### config.mk
export PLATFORM = sky130hd
export DESIGN_NAME = output_arbiter
export DESIGN_NICKNAME = d
export VERILOG_FILES = /design/src/rtl/output_arbiter_pkg.sv /design/src/rtl/output_arbiter_rr_pick.sv /design/src/rtl/output_arbiter.sv
export SDC_FILE = /design/constraint.sdc
export NUM_CORES = 1
export LEC_CHECK = 0
export ABC_AREA = 1
export CORE_AREA = 2 2 39 41
export DETAILED_ROUTE_END_ITERATION = 16
export DIE_AREA = 0 0 41 43
export MAX_ROUTING_LAYER = met4
export PLACE_DENSITY = 0.6
export SYNTH_ARGS = -nofsm -noshare
export SYNTH_HDL_FRONTEND = slang
export SYNTH_SLANG_ARGS = --single-unit
### constraint.sdc
create_clock -name clk -period 2.82 [get_ports clk]
set_input_delay 0.282 -clock clk [delete_from_list [all_inputs] [get_ports clk]]
set_output_delay 0.282 -clock clk [all_outputs]
set_load 0.1 [all_outputs]
### src/rtl/output_arbiter_pkg.sv
// Shared port codes, FSM encodings and helpers for the router output-port arbiter.
// Crossbar select codes keep NO_PORT distinct from every port so the crossbar falls back to its idle default.
package output_arbiter_pkg;

   localparam int SEL_W     = 3;
   localparam int PKT_LEN_W = 8;

   localparam logic [SEL_W-1:0] NO_PORT = 3'b000;
   localparam logic [SEL_W-1:0] E_PORT  = 3'b001;
   localparam logic [SEL_W-1:0] S_PORT  = 3'b010;
   localparam logic [SEL_W-1:0] L_PORT  = 3'b100;

   typedef enum logic [1:0] {
      IDLE  = 2'd0,
      GNT_E = 2'd1,
      GNT_S = 2'd2,
      GNT_L = 2'd3
   } arb_state_e;

   // Port index, also the round-robin pointer encoding (E -> S -> L -> E).
   typedef enum logic [1:0] {
      PID_E = 2'd0,
      PID_S = 2'd1,
      PID_L = 2'd2
   } port_id_e;

   function automatic arb_state_e gnt_state(input logic [1:0] port);
      arb_state_e st;
      case (port)
         PID_E:   st = GNT_E;
         PID_S:   st = GNT_S;
         default: st = GNT_L;
      endcase
      return st;
   endfunction

endpackage

### src/rtl/output_arbiter_rr_pick.sv
// Combinational 3-request round-robin picker: the winner is the first requester after 'last'.
module rr_pick
   import output_arbiter_pkg::*;
(
   input  logic [2:0] req,
   input  logic [1:0] last,
   output logic [1:0] winner,
   output logic       any
);

   always_comb begin
      winner = PID_E;
      any    = |req;
      case (last)
         PID_E: begin
            if (req[PID_S])      winner = PID_S;
            else if (req[PID_L]) winner = PID_L;
            else                 winner = PID_E;
         end
         PID_S: begin
            if (req[PID_L])      winner = PID_L;
            else if (req[PID_E]) winner = PID_E;
            else                 winner = PID_S;
         end
         default: begin
            if (req[PID_E])      winner = PID_E;
            else if (req[PID_S]) winner = PID_S;
            else                 winner = PID_L;
         end
      endcase
   end

endmodule

### src/rtl/output_arbiter.sv
// Output-port arbiter: round-robin among E/S/L input FIFOs, optional wormhole packet locking.
// ARB_PKT_LOCK_EN defined: a grant is held until the tail flit; undefined: every flit re-arbitrates.
//
//   state | meaning
//   IDLE  | no owner, sel_out = NO_PORT, waiting for any request
//   GNT_E | east FIFO owns the output, flits pop while E_req & ready_in
//   GNT_S | south FIFO owns the output
//   GNT_L | local FIFO owns the output
module output_arbiter
   import output_arbiter_pkg::*;
(
   input  logic             clk,
   input  logic             rst,
   input  logic             E_req,
   input  logic             S_req,
   input  logic             L_req,
   input  logic             E_tail,
   input  logic             S_tail,
   input  logic             L_tail,
   input  logic             ready_in,
   output logic [SEL_W-1:0] sel_out,
   output logic             E_grant,
   output logic             S_grant,
   output logic             L_grant,
   output logic             valid_out
);

   arb_state_e           state;
   arb_state_e           state_nxt;
   logic [1:0]           last_gnt;
   logic [1:0]           last_gnt_nxt;
   logic [PKT_LEN_W-1:0] pkt_len;
   logic [PKT_LEN_W-1:0] pkt_len_nxt;

   logic [2:0] req_vec;
   logic [1:0] cur_port;
   logic       cur_req;
   logic       cur_tail;
   logic       xfer;
   logic       release_port;
   logic [1:0] pick_last;
   logic [1:0] winner;
   logic       any_req;

   assign req_vec = {L_req, S_req, E_req};

   // A tail hand-off arbitrates starting after the current owner, so it is eligible last.
   assign pick_last = (state == IDLE) ? last_gnt : cur_port;

   rr_pick u_rr_pick (
      .req    (req_vec),
      .last   (pick_last),
      .winner (winner),
      .any    (any_req)
   );

`ifdef ARB_PKT_LOCK_EN
   assign release_port = cur_tail;
`else
   logic unused_tail;
   assign unused_tail  = cur_tail;
   assign release_port = 1'b1;
`endif

   always_ff @(posedge clk or negedge rst) begin
      if (!rst) begin
         state    <= IDLE;
         last_gnt <= PID_L;
         pkt_len  <= '0;
      end else begin
         state    <= state_nxt;
         last_gnt <= last_gnt_nxt;
         pkt_len  <= pkt_len_nxt;
      end
   end

   always_comb begin
      state_nxt    = state;
      last_gnt_nxt = last_gnt;
      pkt_len_nxt  = pkt_len;
      if (state == IDLE) begin
         if (any_req) begin
            state_nxt   = gnt_state(winner);
            pkt_len_nxt = '0;
         end
      end else if (xfer) begin
         pkt_len_nxt = (pkt_len == {PKT_LEN_W{1'b1}}) ? pkt_len : pkt_len + 1'b1;
         if (release_port) begin
            last_gnt_nxt = cur_port;
            if (any_req) begin
               state_nxt   = gnt_state(winner);
               pkt_len_nxt = '0;
            end else begin
               state_nxt = IDLE;
            end
         end
      end
   end

   always_comb begin
      sel_out  = NO_PORT;
      cur_port = PID_E;
      cur_req  = 1'b0;
      cur_tail = 1'b0;
      case (state)
         GNT_E: begin
            sel_out  = E_PORT;
            cur_port = PID_E;
            cur_req  = E_req;
            cur_tail = E_tail;
         end
         GNT_S: begin
            sel_out  = S_PORT;
            cur_port = PID_S;
            cur_req  = S_req;
            cur_tail = S_tail;
         end
         GNT_L: begin
            sel_out  = L_PORT;
            cur_port = PID_L;
            cur_req  = L_req;
            cur_tail = L_tail;
         end
         default: begin
            sel_out  = NO_PORT;
            cur_port = PID_E;
            cur_req  = 1'b0;
            cur_tail = 1'b0;
         end
      endcase
      xfer      = (state != IDLE) && cur_req && ready_in;
      valid_out = xfer;
      E_grant   = xfer && (state == GNT_E);
      S_grant   = xfer && (state == GNT_S);
      L_grant   = xfer && (state == GNT_L);
   end

endmodule

==> flow_summary_export.csv, run 1 <==
group,metric,value,unit
outcome,status,"finished clean",
place,portBuffers,12,
timing,skew,0.006202,ns
timing,rsz0062_at_grt,"no",
synth,syn_area_per_cell,6.581,um^2
synth,yosysMostFrequentCell,"nand2_1",
synth,synth_top_area_share,22.81,%
place,gp_congestion,0.7779,
timing,fmax,519.8,MHz
floorplan,io_pins,16,
floorplan,row_count,14,
floorplan,die-area,0.001763,mm^2
grt,grt-ovfl-total,0,
cts,clk_pin_slew,0.04,ns
setup_path,critPathCaptureType,"output port",
synth,syn_inst,50,
timing,timing.final.crit_period,1.924,ns
synth,seq_area_frac_synth,30.80,%
timing,whs,0.2440,ns
floorplan,initial_core_util,23.78,%
cts,clk_latency,0.23,ns
route,drc,0,
timing,worst_slew_pin_slew,0.2793,ns
place,hpwl,610.3,um
synth,ys_async_sr_fraction,100.0,%
final_layout,fillers,159,
final_layout,area_growth,48.29,%
timing,final-setup-viol-count,0,
synth,yosys.area.top_type,"dfrtp_1",
cts,cts_max_path_buffers,2,
setup_path,required,2.54,ns
setup_path,worst_ep_arrival_time,1.64,ns
final_layout,drive_above_1_share,39.39,%
cts,postCtsSetupBuffers,0,
route,postRouteWirelength,771,um
final_layout,antenna_cells,0,
setup_path,critPathKind,"reg -> out",
place,dp.cells,78,
grt,grt_pass1_vias,306,
cts,hold_buffers,0,
grt,grt_first_pass_wirelength,1.262,mm
timing,setup_tns,0,ns
route,drt_first_pass_iters,3,
floorplan,chipHeight,43,um
route,post_drt_via_cell_ratio,4.232,
synth,netlist_area,329.1,um^2
timing,maxSlewViolCount,0,
cts,h-tree-depth,1,
route,drtIter0Drc,1,
floorplan,fp.dieW,41,um
grt,grt.total_usage,11.08,%
synth,synth_common_cells,"nand2_1, nor2_1, inv_2",
setup_path,startpoint_type,"flip-flop",
cts,numCtsBuffers,3,
synth,synth-edff-count,0,
cts,cts_resized,0,
route,wl_per_cell,9.402,um
timing,period_share,68.22,%
grt,grt_max_degree,9,
setup_path,crit_fanout,8,
final_layout,nets,76,
floorplan,core,0.001384,mm^2
synth,yosys-top-cells-area,"dfrtp_1, nand2_1, dfstp_2",
timing,slew_headroom,81.53,%
synth,synth_warnings,0,
synth,ys.flop_type,"dfrtp_1",
final_layout,fin_util,35.26,%
final_layout,multi_input_area,211.5,um^2
synth,ys_types,19,
min_path,hold_class,"in -> async",
timing,finalHoldViolCount,0,
grt,antenna_found_initial,0,
run,cap_violations,0,
route,ant_nets,0,
cts,cts_num_sinks,4,
synth,synth_nets,59,
synth,ys_ff_latch,4,
cts,cts_tree,"yes",
final_layout,final_cells,82,
final_layout,ff_latch_area,101.3,um^2
cts,clock-root-buffer,"clkbuf_4",
route,vias,347,
-- stage by stage --
step | cell area, um^2 | setup slack [ns]
5_1_grt | 488.0 | 0.8131
4_1_cts | 488.0 | 0.8836
3_3_place_gp | 461.7 | 0.9969
6_report | 488.0 | 0.8963
3_5_place_dp | 461.7 | 0.9822
2_1_floorplan | 339.1 | -0.3300
-- cell type report --
| class | instances | area share, % |
|---|---|---|
| flip-flops and latches | 4 | 20.77 |
| repair buffers | 12 | 21.03 |
| inverters | 7 | 5.385 |
| clock buffers | 4 | 5.385 |
| well taps | 16 | 4.103 |
| multi-input cells | 39 | 43.33 |
-- cell families after synthesis --
group / count (synthesis) / share of synthesized area [%]
AND/OR/NAND/NOR: 32 / 46.39
buffers and inverters: 7 / 7.983
flip-flops: 4 / 30.80
AO/OA/AOI/OAI: 7 / 14.83
-- cells in the final DEF, fill, tap and decap left out --
master	n
nand2_1	17
buf_4	7
clkdlybuf4s50_1	5
inv_2	4
nor2_2	3
nor2_1	3
nand3_1	3
clkbuf_4	3
dfrtp_1	3
inv_1	2
o21ai_2	2
o21ai_1	2
nand2_2	1
nand3_2	1
nand2_4	1
nor3_2	1
nor2_4	1
o21bai_2	1
nor3_1	1
o21ai_0	1
a21oi_1	1
clkinv_1	1
clkbuf_1	1
dfstp_2	1
-- layer usage --
metal / track usage, % / up-vias / wire length, um / part of all wire, %
met4: 8.000 / 0 / 0 / 0
met1: 15.41 / 152 / 374 / 49
met2: 13.13 / 7 / 354 / 46
met3: 3.141 / 0 / 42 / 5.4
met5: - / - / 0 / 0
li1: - / 188 / - / -
-- final timing paths --
path,start,end,slack [ns],cells past startpoint
max,state[1],E_grant,0.90,7
min,rst,state[1],0.24,1
max reg2reg,state[0],state[1],1.50,8
min reg2reg,last_gnt[0],last_gnt[0],0.50,2
max in group asynchronous,rst,last_gnt[1],2.34,1
min in group clk,last_gnt[0],last_gnt[0],0.50,2
-- critical path, cell delays in order, from the launching register on --
cell	delay [ns]
dfrtp_1	0.48
nand2_2	0.14
inv_2	0.10
nand2_1	0.06
nand3_2	0.09
nand2_4	0.10
nor3_2	0.12
buf_4	0.31
-- sequential cells by signal, summed over array words and instances, names as in the netlist --
| name | count |
|---|---|
| state | 2 |
| last_gnt | 2 |
Power of run 1 is left out: the tool's default activity adds up to more than one toggle a clock period on the data nets, which glitch-free logic cannot reach.
==> run 2: changes to the inputs <==
==> constraint.sdc (replaced) <==
create_clock -name clk -period 1.8 [get_ports clk]
set_input_delay 0.18 -clock clk [delete_from_list [all_inputs] [get_ports clk]]
set_output_delay 0.18 -clock clk [all_outputs]
set_load 0.1 [all_outputs]
==> run 2 against run 1 <==
  * Final cell count grew 7.3%
  * Largest cell class is now buffers
  * Highest routed layer unchanged
  * Sequential cell count stayed put
  * Clock skew shrank 0.0020 ns
  * Global-route usage up 0.84 points
==> flow_summary_export.csv, run 2 (same netlist as run 1, synthesis figures left out) <==
group,metric,value,unit
outcome,status,"finished clean",
timing,slew_headroom,84.85,%
setup_path,critPathCaptureType,"output port",
floorplan,chipHeight,43,um
setup_path,slowest_delay,0.43,ns
floorplan,fp.dieW,41,um
route,drt_first_pass_iters,4,
cts,clk_pin_slew,0.04,ns
setup_path,crit_chain,"nand2_2, inv_2, nand2_1, nand3_2, nand2_4, nor3_4, buf_12",
timing,period_share,96.31,%
route,post_drt_via_cell_ratio,4.409,
grt,antenna_found_initial,0,
cts,cts_tree,"yes",
floorplan,row_count,14,
cts,cts_num_sinks,4,
cts,clk_latency,0.23,ns
setup_path,crit_fanout,7,
min_path,hold_class,"in -> async",
floorplan,die-area,0.001763,mm^2
grt,grt_pass1_vias,318,
route,postRouteWirelength,826,um
place,dp.cells,79,
place,portBuffers,12,
cts,numCtsBuffers,3,
cts,h-tree-depth,1,
cts,clock-root-buffer,"clkbuf_4",
timing,skew,0.004213,ns
setup_path,cpMaxStageDelayCell,"dfrtp_2",
timing,fmax,576.9,MHz
timing,maxSlewViolCount,0,
run,cap_violations,0,
timing,timing.final.crit_period,1.734,ns
route,drc,0,
route,wl_per_cell,9.386,um
final_layout,area_growth,96.58,%
timing,final-setup-viol-count,0,
place,dpl_cell_area,579.3,um^2
final_layout,fin_util,46.75,%
timing,whs,0.1394,ns
final_layout,final_common_cell,"nand2_1",
route,drtIter0Drc,2,
place,hpwl,645.3,um
grt,grt_max_degree,9,
grt,grt_first_pass_wirelength,1.324,mm
final_layout,reg_top3,"last_gnt (2), state (2)",
floorplan,initial_core_util,23.78,%
final_layout,final_cell_mix,"nand2_1, buf_12, buf_4",
setup_path,startpoint_type,"flip-flop",
grt,grt-ovfl-total,0,
timing,finalHoldViolCount,0,
cts,cts_max_path_buffers,2,
final_layout,nets,82,
floorplan,core,0.001384,mm^2
route,ant_nets,0,
timing,worst_slew_pin_slew,0.2255,ns
place,gp_congestion,0.8029,
grt,grt.total_usage,11.92,%
final_layout,final_cells,88,
floorplan,io_pins,16,
setup_path,worst_ep_arrival_time,1.55,ns
final_layout,antenna_cells,0,
final_layout,stdcell_area,646.9,um^2
setup_path,required,1.62,ns
route,vias,388,
setup_path,critPathKind,"reg -> out",
final_layout,drive_above_1_share,47.22,%
timing,rsz0062_at_grt,"yes",
[run 2: worst max-delay path, delay by kind of cell, from the launching register on]
family,cells,cell delay (ns)
flops,1,0.43
simple gates,5,0.60
buf+inv,2,0.29
[run 2: final cells by class]
class / count / area, um^2
Tap cell: 16 / 20.02
Fill cell: 145 / 737.0
Inverter: 7 / 28.78
Sequential cell: 4 / 103.9
Timing Repair Buffer: 18 / 235.2
Clock buffer: 4 / 26.28
Multi-Input combinational cell: 39 / 232.7
[run 2: stage by stage]
step | setup slack [ns] | TNS (ns)
after floorplan | -0.5535 | -1.694
final | 0.06649 | 0
after detailed placement | 0.1800 | 0
after global placement | 0.1916 | 0
after CTS | 0.02629 | 0
after global routing | -0.02930 | -0.02930
[run 2: final timing paths]
kind                            slack (ns)  cells after the start          end        start
worst max-delay path                  0.07                      7      E_grant     state[1]
min in group clk                      0.50                      2  last_gnt[0]  last_gnt[0]
max in group asynchronous             1.43                      1  last_gnt[1]          rst
worst min register to register        0.50                      2  last_gnt[0]  last_gnt[0]
worst min-delay path                  0.14                      1  last_gnt[0]          rst
worst max register to register        0.40                      9     state[1]     state[0]
[run 2: timing repair]
action                                  in CTS  in global routing
endpoints found under the setup margin       1                  1
pin swaps                                    0                  3
hold buffers                                 0                  0
endpoints found under the hold margin        0                  0
buffers inserted                             1                  4
resized for setup                            1                  1
[run 2: per-layer routing]
metal | track usage (%) | up-vias | part of all wire (%)
met5 | - | - | 0
met4 | 10.00 | 0 | 0
met3 | 3.141 | 0 | 3.9
met2 | 15.00 | 8 | 50
met1 | 15.13 | 177 | 46
li1 | - | 203 | -
Power of run 2 is left out for the same reason.
==> RTL edit, RTL diff (config.mk and constraints of run 1) <==
The option `ARB_PKT_LOCK_EN` is turned on by a define.
--- a/src/rtl/output_arbiter.sv
+++ b/src/rtl/output_arbiter.sv
@@ -7,4 +7,6 @@
 //   GNT_S | south FIFO owns the output
 //   GNT_L | local FIFO owns the output
+`define ARB_PKT_LOCK_EN
+
 module output_arbiter
    import output_arbiter_pkg::*;
Behaviour: not the same (Yosys sat finds a counterexample within 4 cycles, from zero or initial values and one cycle with rst low).
==> RTL edit against run 1 <==
Synthesized cell count increased by 20%. Worst setup slack got worse by 180 ps. Core utilization increased by 5.6 points. Sequential cell count unchanged. Design area increased by 16%. Register-to-register slack got worse by 80 ps. Area after synthesis increased by 13%. Largest cell class unchanged. Clock skew decreased by 2.4 ps. Wire length increased by 9.7%. Global-route usage increased by 1.7 points. Maximum frequency decreased by 8.6%.
Power is not shown: default switching activity piles up to over one toggle a cycle in this logic, so the estimate is an artifact.
==> RTL edit: results (changes against run 1) <==
- DR pass1 iterations: 4 (+1)
- Worst-Margin Slew: 348 ps (+69.0 ps)
- Critical Path Sink: E_grant
- Placed inst area: 539 sq um (+17%)
- Postcts setup bufs: 0 (unchanged)
- Async set-reset flop share out of synthesis: 1.00 (unchanged)
- Largest fanout on the critical path: 7 (-1)
- Synth warnings: 0 (unchanged)
- Clock insertion delay at the later pin of the skew report: 230 ps (about the same)
- Max Buffers Root-to-Sink: 2 (unchanged)
- PortBufs: 15 (+3)
- CTS Buf Count: 3 (unchanged)
- CTS root buf: clkbuf_4
- Clock transition at path regs: 40 ps (about the same)
- M2 GR Usage: 0.172 (+0.0406)
- Max cap viols: 0 (unchanged)
- GRT Resource Usage Total: 0.127 (+0.0166)
- Met1 Usage GRT: 0.154 (unchanged)
- Via count: 401 (+16%)
- Sequential share of the synthesized area: 0.272 (-0.0362)
- Critical-path cell with the highest stage delay: dfrtp_1
- Worst r2r path cells: 8 (unchanged)
- Initial antenna violation count: 0 (unchanged)
- Largest regs: last_gnt x2, state x2
- H-Tree Level Count: 1 (unchanged)
- Met3 Usage GRT: 0.0314 (unchanged)
- Final GP Congestion: 0.715 (-8.1%)
- Yosys cell types: 18 (-1)
- Fraction of layout instances using a drive strength above 1: 0.321 (-0.0734)
- WP data arrival: 1820 ps (+180 ps)
- Crit Path Class: reg2out
- Max-slew violations: 0 (unchanged)
- Most instantiated cells after synthesis: nand2_1, nor2_1, inv_1, dfrtp_1, inv_2
- Vias in the first global route: 361 (+18%)
- Ant diodes: 0 (unchanged)
- Largest net degree at the start of global routing: 8 (-1)
- WL/cell: 9.00 um (-4.3%)
- Iter 0 DRT Violations: 7 (+6)
- Dpl hpwl: 692 um (+13%)
- Filler Cells Inserted: 147 (-7.5%)
- Clk_skew: 3.80 ps (-2.40 ps)
- FF-to-FF End: state[1]
- Reg-to-reg critical path startpoint: state[1]
- Reg2reg setup slack: 1420 ps (-80 ps)
- Final nets: 88 (+16%)
- CP top delay family: simple AND/OR/NAND/NOR gates
- HP Class: in2async
- Cts repair resizes: 0 (unchanged)
- First-pass GRT wire length: 1410 um (+12%)
- Post-route setup TNS: 0 ps (unchanged)
- Status: finished, final reports clean
- Synth top area cells: nand2_1, dfrtp_1, dfstp_2
- Max incr delay on CP: 540 ps (+60 ps)
- Mapped Nets: 69 (+17%)
- Ys flop type: dfrtp_1
[RTL edit: layer usage]
layer,vias up,wire [um]
li1,220,-
met1,176,389
met2,5,432
met3,0,24
met4,0,0
met5,-,0
[RTL edit: logic make-up (layout without fill, tap and decap cells)]
kind of cell           count (synthesis)  in the layout  share of synthesized area
buffers and inverters                 10             28                      0.111
DFF                                    4              4                      0.272
and+or+nand+nor                       39             39                      0.513
AOI/OAI and AO/OA                      7              7                      0.104
[RTL edit: through the flow]
stage | worst slack [ps] | hold slack (ps) | utilization | instances
CTS | 684 | 237 | 0.409 | 94
finish | 715 | 240 | 0.409 | 94
floorplan | 219 | -13.6 | - | 60
detailed placement | 939 | 486 | 0.390 | 90
global placement | 944 | 482 | 0.390 | 90
global route | 596 | 256 | 0.409 | 94
[RTL edit: layout make-up]
type	instances	area share
sequential	4	0.179
multi-input combinational	46	0.445
timing repair buffer	15	0.235
tap	16	0.0354
clock buffer	4	0.0465
inverter	9	0.0597
